<file path="src/rtl/maxpool_5x5_window_pkg.sv">
// -----------------------------------------------------------------------------
// maxpool_5x5_window_pkg
// Shared types and constants for the 5x5 stride-1 max-pool window stage.
//   feature_t        : one signed feature sample
//   FEATURE_MOST_NEG : value substituted for every out-of-image tap
//   beat_tag_t       : per-beat side information carried down the pipeline
//   tap_in_range()   : true when position (pos - offset) lies inside [0, size-1]
// -----------------------------------------------------------------------------
package maxpool_5x5_window_pkg;

  localparam int FEATURE_WIDTH   = 16;
  localparam int POOL_CH         = 8;
  localparam int POOL_WINDOW     = 5;
  localparam int POOL_PAD        = 2;
  localparam int POOL_HIST       = POOL_WINDOW - 1;
  localparam int POOL_DATA_WIDTH = POOL_WINDOW * FEATURE_WIDTH;
  localparam int CNT_W           = 10;
  // Positions run to size+1, so they need one bit more than the size fields.
  localparam int POS_W           = CNT_W + 1;

  typedef logic signed [FEATURE_WIDTH-1:0] feature_t;
  typedef logic [CNT_W-1:0]                size_t;
  typedef logic [POS_W-1:0]                pos_t;

  localparam feature_t FEATURE_MOST_NEG = {1'b1, {(FEATURE_WIDTH-1){1'b0}}};

  typedef struct packed {
    logic valid;   // a real input beat produced this stage entry
    logic emit;    // beat is at r>=2, c>=2 and yields an output pixel
    logic last;    // beat (R+1, C+1): final output of the plane
    logic col_ok;  // current column lies inside the image (c <= C-1)
    pos_t col;     // column index of the beat, drives the history mask
  } beat_tag_t;

  // Evaluates 0 <= pos-offset <= size-1 without signed arithmetic.
  function automatic logic tap_in_range(pos_t pos, int unsigned offset, size_t size);
    logic [POS_W:0] p;
    logic [POS_W:0] off;
    logic [POS_W:0] lim;
    p   = {1'b0, pos};
    off = (POS_W+1)'(offset);
    lim = {2'b00, size} + off;
    return (p >= off) && (p < lim);
  endfunction

endpackage

</file>
<file path="src/rtl/maxpool_5x5_window_if.sv">
// -----------------------------------------------------------------------------
// maxpool_5x5_window_if
// Data-path bundle between the row cache, the pooling window and its consumer.
//   pool_cache_data/valid : one 5-row column per channel per valid beat
//   pool_out_data/valid   : one pooled pixel per channel
//   pool_done             : pulse with the last output of a plane
//   pool_busy             : plane in progress
// master = upstream/consumer side, slave = pooling window.
// -----------------------------------------------------------------------------
interface maxpool_5x5_window_if;
  import maxpool_5x5_window_pkg::*;

  logic [POOL_DATA_WIDTH*POOL_CH-1:0] pool_cache_data;
  logic                               pool_cache_valid;
  logic [FEATURE_WIDTH*POOL_CH-1:0]   pool_out_data;
  logic                               pool_out_valid;
  logic                               pool_done;
  logic                               pool_busy;

  modport master (
    output pool_cache_data, pool_cache_valid,
    input  pool_out_data, pool_out_valid, pool_done, pool_busy
  );

  modport slave (
    input  pool_cache_data, pool_cache_valid,
    output pool_out_data, pool_out_valid, pool_done, pool_busy
  );

endinterface

</file>
<file path="src/rtl/maxpool_5x5_window_max5_signed.sv">
// -----------------------------------------------------------------------------
// max5_signed
// Combinational signed maximum of five features.
//   taps    : five signed inputs
//   max_val : largest of them (two's-complement compare)
// -----------------------------------------------------------------------------
module max5_signed
  import maxpool_5x5_window_pkg::*;
(
  input  feature_t taps [POOL_WINDOW],
  output feature_t max_val
);

  // NOTE: combinational blocks use blocking '=' so each loop step sees the
  // running maximum; clocked blocks elsewhere use '<='.
  always_comb begin
    max_val = taps[0];
    for (int i = 1; i < POOL_WINDOW; i++) begin
      if (taps[i] > max_val) max_val = taps[i];
    end
  end

endmodule

</file>
<file path="src/rtl/maxpool_5x5_window.sv">
// -----------------------------------------------------------------------------
// maxpool_5x5_window
// Stride-1, pad-2, 5x5 max-pool over an 8-channel stream of 5-row columns.
//   system_clk, rst_n     : clock, asynchronous active-low reset
//   pool_start            : pulse; latch sizes, clear state, arm (aborts a plane)
//   row_size, col_size    : real image rows R / cols C (>= 1)
//   bus (slave)           : cache columns in, pooled pixels / done / busy out
// Stage 1 reduces each column vertically with row masking; stage 2 reduces the
// current column and four history columns horizontally with column masking.
// Output for beat (r,c) with r>=2, c>=2 is centre (r-2,c-2), two cycles later.
// -----------------------------------------------------------------------------
module maxpool_5x5_window
  import maxpool_5x5_window_pkg::*;
(
  input  logic  system_clk,
  input  logic  rst_n,
  input  logic  pool_start,
  input  size_t row_size,
  input  size_t col_size,
  maxpool_5x5_window_if.slave bus
);

  size_t     row_q, col_q;
  pos_t      r_q, c_q;
  pos_t      last_row, last_col;
  logic      armed_q;
  logic      busy_q;
  logic      beat;
  beat_tag_t tag_d, s1_tag_q;

  feature_t  v_taps    [POOL_CH][POOL_WINDOW];
  feature_t  v_max     [POOL_CH];
  feature_t  s1_vmax_q [POOL_CH];
  feature_t  hist_q    [POOL_CH][POOL_HIST];
  feature_t  h_taps    [POOL_CH][POOL_WINDOW];
  feature_t  h_max     [POOL_CH];

  logic                             out_valid_q;
  logic                             done_q;
  logic [FEATURE_WIDTH*POOL_CH-1:0] out_data_q;

  assign last_row = pos_t'(row_q) + pos_t'(1);
  assign last_col = pos_t'(col_q) + pos_t'(1);

  // armed_q drops after the final beat so the two-cycle tail ignores input.
  assign beat = bus.pool_cache_valid && armed_q && !pool_start;

  // ---------------------------------------------------------------- position
  always_ff @(posedge system_clk or negedge rst_n) begin
    if (!rst_n) begin
      row_q   <= '0;
      col_q   <= '0;
      r_q     <= '0;
      c_q     <= '0;
      armed_q <= 1'b0;
    end else if (pool_start) begin
      row_q   <= row_size;
      col_q   <= col_size;
      r_q     <= '0;
      c_q     <= '0;
      armed_q <= 1'b1;
    end else if (beat) begin
      if (c_q == last_col) begin
        c_q <= '0;
        if (r_q == last_row) armed_q <= 1'b0;
        else                 r_q     <= r_q + pos_t'(1);
      end else begin
        c_q <= c_q + pos_t'(1);
      end
    end
  end

  // ------------------------------------------------------- stage 1: vertical
  always_comb begin
    // NOTE: every always_comb output gets a full default first so no path
    // leaves it unassigned (which would infer a latch).
    tag_d        = '0;
    tag_d.valid  = beat;
    tag_d.emit   = (r_q >= pos_t'(POOL_PAD)) && (c_q >= pos_t'(POOL_PAD));
    tag_d.last   = (r_q == last_row) && (c_q == last_col);
    tag_d.col_ok = tap_in_range(c_q, 0, col_q);
    tag_d.col    = c_q;
  end

  // Field k of a channel slice holds row r-k; out-of-image rows are masked.
  always_comb begin
    for (int ch = 0; ch < POOL_CH; ch++) begin
      for (int k = 0; k < POOL_WINDOW; k++) begin
        v_taps[ch][k] = tap_in_range(r_q, k, row_q)
          ? feature_t'(bus.pool_cache_data[ch*POOL_DATA_WIDTH + k*FEATURE_WIDTH +: FEATURE_WIDTH])
          : FEATURE_MOST_NEG;
      end
    end
  end

  always_ff @(posedge system_clk or negedge rst_n) begin
    if (!rst_n) begin
      s1_tag_q <= '0;
      for (int ch = 0; ch < POOL_CH; ch++) s1_vmax_q[ch] <= FEATURE_MOST_NEG;
    end else begin
      // A start clears the tag, squashing whatever beat was in this stage.
      s1_tag_q <= tag_d;
      if (beat) begin
        for (int ch = 0; ch < POOL_CH; ch++) s1_vmax_q[ch] <= v_max[ch];
      end
    end
  end

  // ----------------------------------------------------- stage 2: horizontal
  // History entry j-1 holds column c-j. The mask derives from the beat's own
  // column, so at c==0 every entry (the previous row's tail) is excluded.
  always_comb begin
    for (int ch = 0; ch < POOL_CH; ch++) begin
      h_taps[ch][0] = s1_tag_q.col_ok ? s1_vmax_q[ch] : FEATURE_MOST_NEG;
      for (int j = 1; j < POOL_WINDOW; j++) begin
        h_taps[ch][j] = tap_in_range(s1_tag_q.col, j, col_q)
          ? hist_q[ch][j-1] : FEATURE_MOST_NEG;
      end
    end
  end

  for (genvar ch = 0; ch < POOL_CH; ch++) begin : g_ch
    max5_signed u_vmax (.taps(v_taps[ch]), .max_val(v_max[ch]));
    max5_signed u_hmax (.taps(h_taps[ch]), .max_val(h_max[ch]));
  end

  always_ff @(posedge system_clk or negedge rst_n) begin
    if (!rst_n) begin
      // NOTE: the history is a small register array, not a RAM, so it takes
      // the reset value like any other flop.
      for (int ch = 0; ch < POOL_CH; ch++) begin
        for (int j = 0; j < POOL_HIST; j++) hist_q[ch][j] <= FEATURE_MOST_NEG;
      end
      out_valid_q <= 1'b0;
      done_q      <= 1'b0;
      out_data_q  <= '0;
      busy_q      <= 1'b0;
    end else if (pool_start) begin
      for (int ch = 0; ch < POOL_CH; ch++) begin
        for (int j = 0; j < POOL_HIST; j++) hist_q[ch][j] <= FEATURE_MOST_NEG;
      end
      out_valid_q <= 1'b0;
      done_q      <= 1'b0;
      busy_q      <= 1'b1;
    end else begin
      out_valid_q <= s1_tag_q.valid && s1_tag_q.emit;
      done_q      <= s1_tag_q.valid && s1_tag_q.emit && s1_tag_q.last;
      if (s1_tag_q.valid) begin
        for (int ch = 0; ch < POOL_CH; ch++) begin
          for (int j = POOL_HIST-1; j > 0; j--) hist_q[ch][j] <= hist_q[ch][j-1];
          hist_q[ch][0] <= s1_vmax_q[ch];
          if (s1_tag_q.emit) out_data_q[ch*FEATURE_WIDTH +: FEATURE_WIDTH] <= h_max[ch];
        end
      end
      if (s1_tag_q.valid && s1_tag_q.emit && s1_tag_q.last) busy_q <= 1'b0;
    end
  end

  assign bus.pool_out_data  = out_data_q;
  assign bus.pool_out_valid = out_valid_q;
  assign bus.pool_done      = done_q;
  assign bus.pool_busy      = busy_q;

endmodule

</file>
<file path="src/flat_wrapper.sv">
// flat-port wrapper written by rule: the top's interface ports become plain ports
module maxpool_5x5_window_flat import maxpool_5x5_window_pkg::*;
  (system_clk, rst_n, pool_start, row_size, col_size, bus_pool_cache_data, bus_pool_cache_valid, bus_pool_out_data, bus_pool_out_valid, bus_pool_done, bus_pool_busy);
  maxpool_5x5_window_if bus_i ();
  input  logic system_clk;
  input  logic rst_n;
  input  logic pool_start;
  input  size_t row_size;
  input  size_t col_size;
  input wire logic [$bits(bus_i.pool_cache_data)-1:0] bus_pool_cache_data;
  input wire logic [$bits(bus_i.pool_cache_valid)-1:0] bus_pool_cache_valid;
  output wire logic [$bits(bus_i.pool_out_data)-1:0] bus_pool_out_data;
  output wire logic [$bits(bus_i.pool_out_valid)-1:0] bus_pool_out_valid;
  output wire logic [$bits(bus_i.pool_done)-1:0] bus_pool_done;
  output wire logic [$bits(bus_i.pool_busy)-1:0] bus_pool_busy;
  assign bus_i.pool_cache_data = bus_pool_cache_data;
  assign bus_i.pool_cache_valid = bus_pool_cache_valid;
  assign bus_pool_out_data = bus_i.pool_out_data;
  assign bus_pool_out_valid = bus_i.pool_out_valid;
  assign bus_pool_done = bus_i.pool_done;
  assign bus_pool_busy = bus_i.pool_busy;
  maxpool_5x5_window u_core (.system_clk(system_clk), .rst_n(rst_n), .pool_start(pool_start), .row_size(row_size), .col_size(col_size), .bus(bus_i));
endmodule
</file>
<file path="config.mk">
export PLATFORM = sky130hd
export DESIGN_NAME = maxpool_5x5_window_flat
export DESIGN_NICKNAME = d
export VERILOG_FILES = /design/src/rtl/maxpool_5x5_window_pkg.sv /design/src/rtl/maxpool_5x5_window_if.sv /design/src/rtl/maxpool_5x5_window_max5_signed.sv /design/src/rtl/maxpool_5x5_window.sv /design/src/flat_wrapper.sv
export SDC_FILE = /design/constraint.sdc
export NUM_CORES = 2
export LEC_CHECK = 0
export CAP_MARGIN = 20
export CELL_PAD_IN_SITES_DETAIL_PLACEMENT = 0
export CELL_PAD_IN_SITES_GLOBAL_PLACEMENT = 1
export CORE_MARGIN = 10
export CORE_UTILIZATION = 35
export CTS_CLUSTER_DIAMETER = 120
export CTS_CLUSTER_SIZE = 25
export DETAILED_ROUTE_END_ITERATION = 8
export MAX_ROUTING_LAYER = met4
export PLACE_DENSITY = 0.78
export SYNTH_ARGS = -nofsm -noshare
export SYNTH_HDL_FRONTEND = slang
export SYNTH_SLANG_ARGS = --single-unit
</file>
<file path="constraint.sdc">
create_clock -name system_clk -period 16.4 [get_ports system_clk]
set_input_delay 1.64 -clock system_clk [delete_from_list [all_inputs] [get_ports system_clk]]
set_output_delay 1.64 -clock system_clk [all_outputs]
set_load 0.02 [all_outputs]
</file>
## After elaboration in Yosys (flattened, before gate mapping)

Cells that the tools add are included.

- Add/subtract/negate cells: 12
- Magnitude comparators: 84
- Equal/unequal tests: 3
- Muxes and demuxes: 161
- Bitwise operators: 1
- Reductions and logical operators: 23

Operator list:

| kind | number |
|---|---|
| $mux 16 | 144 |
| $gt 16x16->1 | 64 |
| $mux 512 | 2 |
| $lt 11x12->1 | 8 |
| $mux 11 | 7 |
| $ge 11x2->1 const B | 6 |
| $add 10x1->11 const B | 4 |
| $add 10x2->11 const B | 4 |
| $add 10x3->11 const B | 2 |
| $add 11x1->11 const B | 2 |
| $eq 11x11->1 | 2 |
| $ge 11x1->1 const B | 2 |
| $ge 11x3->1 const B | 2 |
| $lt 11x10->1 | 2 |
| $logic_and 1x1->1 | 14 |
| $reduce_bool 2->1 | 5 |
| $reduce_and 3->1 | 3 |
| $mux 1 | 8 |
| $ne 2x2->1 const B | 1 |
| $logic_not 1->1 | 1 |
| $not 1->1 | 1 |

- Register bits: 829
- Input port bits: 664
- Output and inout port bits: 131

## Depth between registers and ports, before layout

- Depth in word-level cells: 12
- Mapped depth: 73
- Depth with buffers taken out: 62

## Modules after synthesis

Synthesis repeated with hierarchy kept, for this count alone.

- Cells, all modules: 11062
- Area, all modules: 89349.4 um2

By module, submodules not included:

| module | times used | cells each | area an instance (um2) | seq. area each (um2) |
|---|---|---|---|---|
| maxpool_5x5_window | 1 | 5009 | 44993.2 | 20794.9 |
| max5_signed (u_core.g_ch[1].u_vmax ...) | 10 | 380 | 2722.6 | 0.0 |
| max5_signed (u_core.g_ch[0].u_hmax ...) | 5 | 374 | 2850.2 | 0.0 |
| max5_signed (u_core.g_ch[7].u_hmax) | 1 | 383 | 2879.0 | 0.0 |

## Worst setup path after synthesis

OpenSTA, ideal clock, no wires.

- Path kind: reg-to-reg
- From: register u_core.col_q[2]
- To: register u_core.out_data_q[85] (netlist: u_core.bus.pool_out_data[85])
- Library setup time: 0.146 ns
- Arrival: 12.853 ns
- Required time: 16.254 ns
- Slack: 3.401 ns
- Stages on the path, launching flop included: 64
- Period minus slack after synthesis: 12.999 ns
- Cell sequence: dfrtp_1 > ha_1 > clkbuf_1 > nand2_1 > nor2_1 > nand2_1 > xnor2_1 > ha_1 > and3_1 > a221o_1 > nor2_1 > clkbuf_1 > clkbuf_1 > clkbuf_1 > nand2_1 > nor2_1 > inv_1 > ha_1 > [... 28 more ...] > nor3_1 > o311ai_0 > a32oi_1 > nor2_1 > buf_2 > mux2_2 > ha_1 > a21o_1 > a21oi_1 > nor2b_1 > o21ai_0 > nand2b_1 > a221o_1 > a211oi_1 > mux2i_1 > nand3_1 > clkbuf_1 > o221ai_1

- Word-level cells in the longest chain between the ends: 12
- Elaborated cells on any way between the ends: 24
- Classes of those cells: add/sub: 4; order compare: 8; mux: 8; reduce/logical: 4

Ends and longest elaborated chain:

| item | line | source |
|---|---|---|
| from (decl) | maxpool_5x5_window.sv:23 | `size_t row_q, col_q;` |
| from (signal assigned) | maxpool_5x5_window.sv:58 | `col_q <= col_size;` |
| $add 10x1->11 | maxpool_5x5_window_pkg.sv:42 | `lim = {2'b00, size} + off;` |
| $lt 11x12->1 | maxpool_5x5_window_pkg.sv:43 | `return (p >= off) && (p < lim);` |
| $logic_and 1x1->1 | maxpool_5x5_window_pkg.sv:43 |  |
| $mux 16 | maxpool_5x5_window.sv:117 | `? hist_q[ch][j-1] : FEATURE_MOST_NEG;` |
| $gt 16x16->1 | maxpool_5x5_window_max5_signed.sv:19 | `if (taps[i] > max_val) max_val = taps[i];` |
| $mux 16 | maxpool_5x5_window_max5_signed.sv:19 |  |
| $gt 16x16->1 | maxpool_5x5_window_max5_signed.sv:19 |  |
| $mux 16 | maxpool_5x5_window_max5_signed.sv:19 |  |
| $gt 16x16->1 | maxpool_5x5_window_max5_signed.sv:19 |  |
| $mux 16 | maxpool_5x5_window_max5_signed.sv:19 |  |
| $gt 16x16->1 | maxpool_5x5_window_max5_signed.sv:19 |  |
| $mux 16 * | maxpool_5x5_window_max5_signed.sv:19 |  |
| to (signal, indexed assignment) | maxpool_5x5_window.sv:152 | `if (s1_tag_q.emit) out_data_q[ch*FEATURE_WIDTH +: FEATURE_WIDTH] <= h_max[ch];` |
| to (decl) | maxpool_5x5_window.sv:40 | `logic [FEATURE_WIDTH*POOL_CH-1:0] out_data_q;` |

Every way passes the cells marked *; elsewhere a longest branch is shown, timed or not.
A chain may end at the register's enable or synchronous reset.

## Final worst setup path

- From: register u_core.row_q[4]
- To: register u_core.s1_vmax_q[96] (netlist name)

- Word-level cells in the longest chain between the ends: 12
- Elaborated cells on any way between the ends: 26
- Classes of those cells: add/sub: 4; order compare: 9; mux: 9; reduce/logical: 4

Ends and longest elaborated chain:

| item | line | source |
|---|---|---|
| from (decl) | maxpool_5x5_window.sv:23 |  |
| from (signal assigned) | maxpool_5x5_window.sv:57 | `row_q <= row_size;` |
| $add 10x1->11 | maxpool_5x5_window_pkg.sv:42 |  |
| $lt 11x12->1 | maxpool_5x5_window_pkg.sv:43 |  |
| $logic_and 1x1->1 | maxpool_5x5_window_pkg.sv:43 |  |
| $mux 16 | maxpool_5x5_window.sv:90 | `? feature_t'(bus.pool_cache_data[ch*POOL_DATA_WIDTH + k*FEATURE_WIDTH +: FEATURE_WIDTH])` |
| $gt 16x16->1 | maxpool_5x5_window_max5_signed.sv:19 |  |
| $mux 16 | maxpool_5x5_window_max5_signed.sv:19 |  |
| $gt 16x16->1 | maxpool_5x5_window_max5_signed.sv:19 |  |
| $mux 16 | maxpool_5x5_window_max5_signed.sv:19 |  |
| $gt 16x16->1 | maxpool_5x5_window_max5_signed.sv:19 |  |
| $mux 16 | maxpool_5x5_window_max5_signed.sv:19 |  |
| $gt 16x16->1 | maxpool_5x5_window_max5_signed.sv:19 |  |
| $mux 16 * | maxpool_5x5_window_max5_signed.sv:19 |  |
| to (decl) | maxpool_5x5_window.sv:33 | `feature_t s1_vmax_q [POOL_CH];` |

Marked as above.

==> metrics <==
status completed; critical-path maximum fanout ~120; final count of hold timing violations 0; core box area 0.225 mm²; number of global-route vias before repair 72270; warnings from Yosys 0; First-pass DRT Iterations 6; Pleak 44.5 nW; Tightest Pin Transition 1110 ps; final routed DRC violation total 0; height of the die a little under 500 µm; WS Path Type reg -> reg; global-route usage over all layers 25.1%; reg-to-reg setup timing slack 1210 ps; ratio of routed vias to standard cells 5.54; unrepaired setup endpoints after global routing false; final setup violating endpoints 0; width of the chip 495 µm; most frequently used flop master after synthesis dfrtp_1; highest ir drop seen on vdd roughly 0.25 mV; FF-to-FF Start u_core.row_q[4]; WHS Path Cells 0; cell count after synthesis 9674; Post-Layout Cell Count approximately 13000; synthesized flop and latch total 829; final net count 11850; endpoint kind of the worst setup timing path flip-flop; remaining number of nets flagged by the antenna check after routing 0; area added between synthesis and finish 15.5%; overall die area 0.245 mm²; CP max stage delay 680 ps; top post-synthesis cells by count nand2_1 (1265), ha_1 (1069), nor2_1 (959); clock slew seen by the registers of the worst setup and hold paths 120 ps; post-cts hold buffer count 0; initial drt markers 5331; hold path startpoint u_core.c_q[0]; fmax 65.8 MHz; share of the synthesized area in the top cell type 25.0%; total negative slack for setup checks 0 ps; most numerous cell on the critical path nand2_1; number of standard-cell rows in the floorplan roughly 170; area of the multi-input gates 0.0540 mm²; total of fill cells in the finished design roughly 23000; number of clock sinks between 800 and 900; worst hold path endpoint u_core.s1_tag_q[0]; count of buffers from port buffering between 700 and 800; number of buffers on the longest clock path 3; final weighted congestion of routability-driven global placement 0.957; proportion of layout cells with a drive suffix above 1 5.55%; crit path max-delay cell type nor4_1; worst min-delay path class reg -> reg; Arrival @ worst endpoint 15770 ps; post-route cell area 0.0912 mm²; max-cap check violation count 0; Setup crit start kind flip-flop; TritonCTS Buffers 40; synthesized net count roughly 11000; number of H-tree branching levels 2; Total Power 0.0118 W; total standard cell area after synthesis approximately 0.08 mm²; clock tree from TritonCTS yes; largest net degree at the start of global routing 144; number of flops mapped to enable cells by yosys 0; post-detailed-route wirelength per cell 23.6 µm; Layout Skew approximately 47 ps; post-detailed-placement half-perimeter wirelength 253 mm; Register Area roughly 0.021 mm²; count of unique library cells instantiated by Yosys 106; via count of the routed design 73221; relative slew slack 25.6%; CP Data Required Time 16980 ps; detailed-route wire length 312 mm; later-pin clock latency in the skew report 690 ps; number of antenna violations at the first check in global routing 78; effective utilization at floorplan 35.1%; total placed instance area 0.0897 mm²; total placed cells including tap cells roughly 13000; worst r2r path cells 59; hold slack around 500 ps; average instance area after synthesis 8.16 µm²; Remaining Overflow, GRT 0; Seq/Total Area, Yosys a little over a quarter; cell chosen for the clock root clkbuf_16; Final Slew Violations 0; top-count cell post-synth nand2_1; Async SR Flop Fraction 100%; top area cells in the synthesized netlist dfrtp_1 (25%), ha_1 (17%), mux2i_1 (7.7%); share of the clock period used by the worst path after layout around 90%; time the worst path needs with I/O delays and setup 15190 ps; first-pass GRT wire length around 470 mm; I/O pins 795; total power density per cell area between 100 and 150 mW/mm²; endpoint of the worst-slack reg-to-reg timing path u_core.s1_vmax_q[96]; Synth area leader dfrtp_1
-- final cells by class --
class,count,area share (%)
multi-input combinational,7707,59.2
sequential,829,22.8
timing repair buffer,889,9.65
tap,2992,4.11
inverter,650,2.68
clock buffer,66,1.24
antenna,70,0.192
clock inverter,7,0.103
-- routing by layer --
metal  vias up  share of wire (%)  GRT usage, %
met5         -                  0             -
met4         0                4.0          8.72
met3       358                5.1          3.21
met2      2039                 44          38.6
met1     35564                 47          33.8
li1      35260                  -             -
-- through the flow --
stage                     setup WS, ps  util [%]
final                             1210      40.6
after global routing              55.2      40.6
after CTS                         1020      40.5
after detailed placement          1090      39.9
after global placement            1190      39.9
after floorplan                   3400         -
-- flip-flops by register name (all words and copies together), names as in the netlist, 10 cells and up --
| name | count |
|---|---|
| u_core.bus.pool_out_data | 128 |
| u_core.c_q | 11 |
| u_core.col_q | 10 |
| u_core.hist_q | 512 |
| u_core.r_q | 11 |
| u_core.row_q | 10 |
| u_core.s1_tag_q | 15 |
| u_core.s1_vmax_q | 128 |
-- placed cells by master (no fill, tap or decap), types with 41 or more instances in the layout --
cell / Yosys / layout
nand4_1: 217 / 217
and3_1: 142 / 142
a22oi_1: 145 / 144
mux2_2: 267 / 267
a21o_1: 197 / 197
a21oi_1: 470 / 468
clkdlybuf4s50_1: 0 / 792
nor2_1: 959 / 955
mux2i_1: 611 / 611
nor2b_1: 163 / 163
nand2b_1: 122 / 122
a31oi_1: 106 / 104
dfrtp_1: 789 / 787
nor3_1: 69 / 67
xnor2_1: 95 / 95
inv_1: 644 / 642
buf_4: 2 / 84
o211ai_1: 51 / 51
o21a_1: 60 / 60
and2_1: 369 / 369
a211oi_1: 43 / 42
clkbuf_16: 0 / 41
o221ai_1: 62 / 62
nand2_1: 1265 / 1264
o21ai_0: 519 / 519
ha_1: 1069 / 1069
nand3_1: 136 / 134
diode_2: 0 / 70
-- cell families (layout without fill, tap and decap cells) --
logic type	count (synthesis)	count (layout)	synth area share (%)
AOI/OAI and AO/OA	1972	1972	16.1
xor gates and xnor gates	121	121	1.34
adders and majority gates	1074	1074	17.0
buffers and inverters	1138	1612	5.48
DFF	829	829	26.3
muxes	890	890	11.7
other	0	70	0
and+or+nand+nor	3650	3650	22.0
-- power breakdown --
group          internal, W  switching, W  leakage [nW]  total (W)
Clock             0.000503      0.000756         0.587    0.00126
Combinational      0.00333       0.00484          32.7    0.00817
Sequential         0.00216      0.000248          11.3    0.00241
Total              0.00599       0.00584          44.5     0.0118
-- worst max-delay path, delay by kind of cell (launching register included) --
| kind | cells | cell delay [ps] |
|---|---|---|
| buffers and inverters | 6 | 1390 |
| adders and majority gates | 5 | 1610 |
| AOI/OAI and AO/OA | 21 | 4500 |
| muxes | 2 | 850 |
| and+or+nand+nor | 25 | 5920 |
| DFF | 1 | 600 |
-- timing repair --
item	4_1_cts	5_1_grt
buffers inserted	0	0
endpoints found under the setup margin	0	20
resized for setup	0	3
-- how the worst max path moves through the flow --
stage / to / from / cells after the start
6_report: u_core.s1_vmax_q[96] / u_core.row_q[4] / 59
5_1_grt: u_core.s1_vmax_q[16] / u_core.row_q[4] / 58
2_1_floorplan: u_core.bus.pool_out_data[85] / u_core.col_q[2] / 63
3_5_place_dp: u_core.s1_vmax_q[96] / u_core.row_q[4] / 59
3_3_place_gp: u_core.s1_vmax_q[96] / u_core.row_q[4] / 59
4_1_cts: u_core.s1_vmax_q[96] / u_core.row_q[4] / 59
(Power assumes the default switching activity.)
